==> config.mk <==
export PLATFORM = sky130hd
export DESIGN_NAME = button_conditioner
export DESIGN_NICKNAME = d
export VERILOG_FILES = /design/src/rtl/button_conditioner.sv
export SDC_FILE = /design/constraint.sdc
export NUM_CORES = 1
export LEC_CHECK = 0
export BUFFER_PORTS_ARGS = -buffer_cell sky130_fd_sc_hd__buf_2
export CORE_MARGIN = 4
export CORE_UTILIZATION = 55
export DETAILED_ROUTE_END_ITERATION = 7
export PLACE_DENSITY = 0.7
export SYNTH_ARGS = -nofsm -noshare
export SYNTH_HDL_FRONTEND = slang
export SYNTH_SLANG_ARGS = --single-unit
==> constraint.sdc <==
create_clock -name clk -period 2.7 [get_ports clk]
set_input_delay 0.54 -clock clk [delete_from_list [all_inputs] [get_ports clk]]
set_output_delay 0.54 -clock clk [all_outputs]
set_load 0.05 [all_outputs]
==> src/rtl/button_conditioner.sv <==
// button_conditioner: synchronise and debounce five raw push-buttons, emit edge pulses, debounced levels and an S long-press pulse.
//   clk, rst           : system clock, synchronous active-high reset
//   btn_A..btn_D       : raw asynchronous active-high buttons
//   sign_pos_*         : one-cycle pulse on accepted press
//   sign_neg_S         : one-cycle pulse on accepted release of S
//   sign_long_S        : one-cycle pulse once S has been held LONG_CYCLES
//   btn_level          : debounced levels {A,S,W,X,D}
module button_conditioner #(
    parameter int DEBOUNCE_CYCLES = 2000000,
    parameter int LONG_CYCLES = 300000000
) (
    input  logic       clk,
    input  logic       rst,
    input  logic       btn_A,
    input  logic       btn_S,
    input  logic       btn_W,
    input  logic       btn_X,
    input  logic       btn_D,
    output logic       sign_pos_A,
    output logic       sign_pos_S,
    output logic       sign_neg_S,
    output logic       sign_pos_W,
    output logic       sign_pos_X,
    output logic       sign_pos_D,
    output logic       sign_long_S,
    output logic [4:0] btn_level
);
    localparam int DW = $clog2(DEBOUNCE_CYCLES);
    localparam int LW = $clog2(LONG_CYCLES);
    localparam logic [DW-1:0] D_MAX = DW'(DEBOUNCE_CYCLES - 1);
    localparam logic [LW-1:0] L_MAX = LW'(LONG_CYCLES - 1);
    logic [4:0] raw, s1, s2, stable, pos;
    logic [DW-1:0] cnt [5];
    logic [LW-1:0] lcnt;
    logic neg_s, long_s, long_done;
    assign raw = {btn_A, btn_S, btn_W, btn_X, btn_D};
    always_ff @(posedge clk) begin
        if (rst) begin
            s1 <= '0;
            s2 <= '0;
            stable <= '0;
            pos <= '0;
            neg_s <= 1'b0;
            for (int i = 0; i < 5; i++) cnt[i] <= '0;
        end else begin
            s1 <= raw;
            s2 <= s1;
            pos <= '0;
            for (int i = 0; i < 5; i++) begin
                if (s2[i] == stable[i])
                    cnt[i] <= '0;
                else if (cnt[i] == D_MAX) begin
                    stable[i] <= s2[i];
                    cnt[i] <= '0;
                    pos[i] <= s2[i];
                end else
                    cnt[i] <= cnt[i] + 1'b1;
            end
            // S release is accepted on the same edge that stable S falls
            neg_s <= stable[3] & ~s2[3] & (cnt[3] == D_MAX);
        end
    end
    // lcnt holds at terminal count so the pulse fires once per press
    always_ff @(posedge clk) begin
        if (rst) begin
            lcnt <= '0;
            long_done <= 1'b0;
            long_s <= 1'b0;
        end else begin
            long_s <= 1'b0;
            if (!stable[3]) begin
                lcnt <= '0;
                long_done <= 1'b0;
            end else if (!long_done) begin
                if (lcnt == L_MAX) begin
                    long_s <= 1'b1;
                    long_done <= 1'b1;
                end else
                    lcnt <= lcnt + 1'b1;
            end
        end
    end
    assign {sign_pos_A, sign_pos_S, sign_pos_W, sign_pos_X, sign_pos_D} = pos;
    assign sign_neg_S = neg_s;
    assign sign_long_S = long_s;
    assign btn_level = stable;
endmodule

==> qor.yml <==
status:
  status: "finished clean"
timing:
  grt_setup_unrepaired: "false"
  hold_viol_final: 0
  clock_skew_ps: 8.447
  slew_headroom_pct: 55.47
  max_freq_mhz: 465.6
  fin_tns_setup_ps: 0
  fin_crit_ps: 2148
  finalSetupViolCount: 0
  period_share_pct: 79.55
  worst_pin_slew_ps: 666.4
  drv_slew: 0
pwr:
  power.leakage_nw: 3.161
  p_per_area_mw_per_mm2: 564.6
  vdd_drop_max_v: 0.0005661
clocking:
  h-tree-depth: 4
  cts_tree: "yes"
  path_clk_slew_ps: 60
  numCtsBuffers: 17
  cts_buffer_depth: 2
  insertion_delay_ps: 420
  cts.sinks: 157
  ctsRootBufferMaster: "clkbuf_16"
  cts_hold_buf: 0
  cts_setup_buffers: 0
  ctsResizeCount: 0
drt:
  drt_iter0_markers: 368
  num_vias: 5671
  drt-total-wl_um: 13740
  ant_nets: 0
  drt_drc_violations_left: 0
  via_per_inst: 5.241
  first_pass_iters: 7
  routedWlPerCell_um: 12.70
die:
  pin_count: 19
  start_util_pct: 56.08
  dieArea_mm2: 0.01612
  fp-row-count: 43
  die_y_um: 127.0
  fp.coreArea_mm2: 0.01388
  fp.dieW_um: 127.0
worst_setup_path:
  crit_path_top_delay_cell: "edfxtp_1"
  worstPathArrival_ps: 2310
  path_cells: "nor4b_1 > nand2_1 > nor4_1 > or3_1 > buf_4 > nor2_1"
  path_buf_inv: 1
  end_kind: "flop"
  cpLargestDelayFamily: "simple AND/OR/NAND/NOR gates"
  crit_fanout: 12
  worstPathRequired_ps: 2870
  critPathKind: "reg -> reg"
  cp_slowest_stage_delay_ps: 470
  cp-start-kind: "flop"
global_routing:
  antenna_found_initial: 0
  track_usage_pct: 17.74
  overflow: 0
  grt_pass1_vias: 5496
  grt_max_degree: 28
  grt_pass1_wl_um: 23780
synthesis:
  synth.distinct_cells: 42
  yosys.area.top_type: "edfxtp_1"
  synth_cells: 761
  synth_most_common_cell: "nor2_1"
  yosys.area.top_type_share_pct: 40.50
  synth_ff_type: "edfxtp_1"
  async_reset_ff_share_pct: 0
  ys_seq_area_share_pct: 53.87
  synth_common_cells: "147 x nor2_1, 105 x edfxtp_1, 59 x xor2_1"
  ys_warn_count: 0
  syn_avg_cell_area_um2: 10.23
  synth_area_mm2: 0.007785
  synth_edf_count: 105
  synthTopCellsByArea: "edfxtp_1 41%, dfxtp_1 13%, nor2_1 7.1%"
  synth-seq-cells: 157
worst_hold_path:
  hold_class: "in -> reg"
layout:
  fillCellCount: 1098
  layout.nets: 903
  diodes: 0
  drive_above_1_share_pct: 7.650
  fin_area_mm2: 0.008997
  utilization_pct: 64.82
  areaGrowthSynthToFinish_pct: 15.57
placed_design:
  gp_congestion: 0.8576
  portBuffers: 18
  dpl-instance-area_mm2: 0.008446
  hpwl_um: 9697
run:
  drv_cap: 0
## layer usage
metal  share of wire, %  global-route usage [%]
met5                  0                       0
met2                 49                   30.07
met3                4.0                   4.557
met1                 46                   22.38
met4                1.4                   5.615
## layout by cell type (no fill, tap or decap), types with 2 or more instances in the layout
cell,netlist,final
nor2_1,147,147
edfxtp_1,105,105
conb_1,1,105
xor2_1,59,59
xnor2_1,57,57
nand2_1,53,53
dfxtp_1,52,52
nand3_1,51,51
nor4_1,24,24
nand4_1,23,23
and3_1,19,19
and4_1,18,18
buf_2,3,18
clkbuf_16,0,17
nor3_1,15,15
inv_1,13,13
nor2b_1,13,13
a21oi_1,13,13
nor4b_1,12,12
o21ai_0,12,12
or3_1,11,11
buf_4,5,9
clkinv_2,0,8
ha_1,7,7
or2_2,5,5
mux2i_1,4,4
or4_1,3,3
nand2b_1,3,3
nor3b_1,3,3
nor4bb_1,2,2
and3b_1,2,2
and4b_1,2,2
a31o_2,2,2
clkbuf_8,0,2
## stage by stage
step / std cells / worst slack, ps / hold WS, ps / total power [mW]
after floorplan: 865 / 826.3 / 413.8 / 2.869
after global placement: 1050 / 678.2 / 418.6 / 2.902
after detailed placement: 1050 / 509.4 / 426.4 / 2.910
after CTS: 1082 / 497.7 / 318.5 / 5.134
after global routing: 1082 / 356.0 / 330.7 / 5.292
final: 1082 / 552.2 / 332.1 / 5.080
## flip-flops by register name (all words and copies together), names as in the netlist
signal,cells
s2,5
long_done,1
s1,5
cnt,105
pos,5
sign_long_S,1
lcnt,29
btn_level,5
sign_neg_S,1
## area by class of cell
type | count | area, um^2 | area share [%]
Clock buffer | 20 | 456.7 | 5.076
Tap cell | 180 | 225.2 | 2.503
Multi-Input combinational cell | 673 | 3820 | 42.46
Timing Repair Buffer | 27 | 157.7 | 1.752
Clock inverter | 12 | 95.09 | 1.057
Sequential cell | 157 | 4194 | 46.61
Inverter | 13 | 48.80 | 0.5423
## worst paths after layout
check / startpoint / end / slack, ps / depth (start not counted)
worst max-delay path: cnt[4][11] / cnt[4][7] / 550 / 6
worst min-delay path: btn_D / s1[0] / 330 / 2
worst max register to register: cnt[4][11] / cnt[4][7] / 550 / 6
worst min register to register: s1[4] / s2[4] / 440 / 1
## power breakdown
| part | switching [mW] | internal, mW |
|---|---|---|
| Clock | 0.906 | 1.31 |
| Sequential | 0.0797 | 2.64 |
| Combinational | 0.0869 | 0.0624 |
## logic make-up (layout without fill, tap and decap cells)
| kind of cell | after synthesis | in the layout | share of synthesized area, % |
|---|---|---|---|
| DFF | 157 | 157 | 53.87 |
| and+or+nand+nor | 413 | 413 | 27.39 |
| adders and majority gates | 7 | 7 | 1.125 |
| xor gates and xnor gates | 116 | 116 | 13.05 |
| muxes | 4 | 4 | 0.5143 |
| buffers and inverters | 35 | 72 | 2.073 |
| other | 1 | 105 | 0.04817 |
| AOI/OAI and AO/OA | 28 | 28 | 1.929 |
Note: power is estimated with default switching activity, not from simulation.
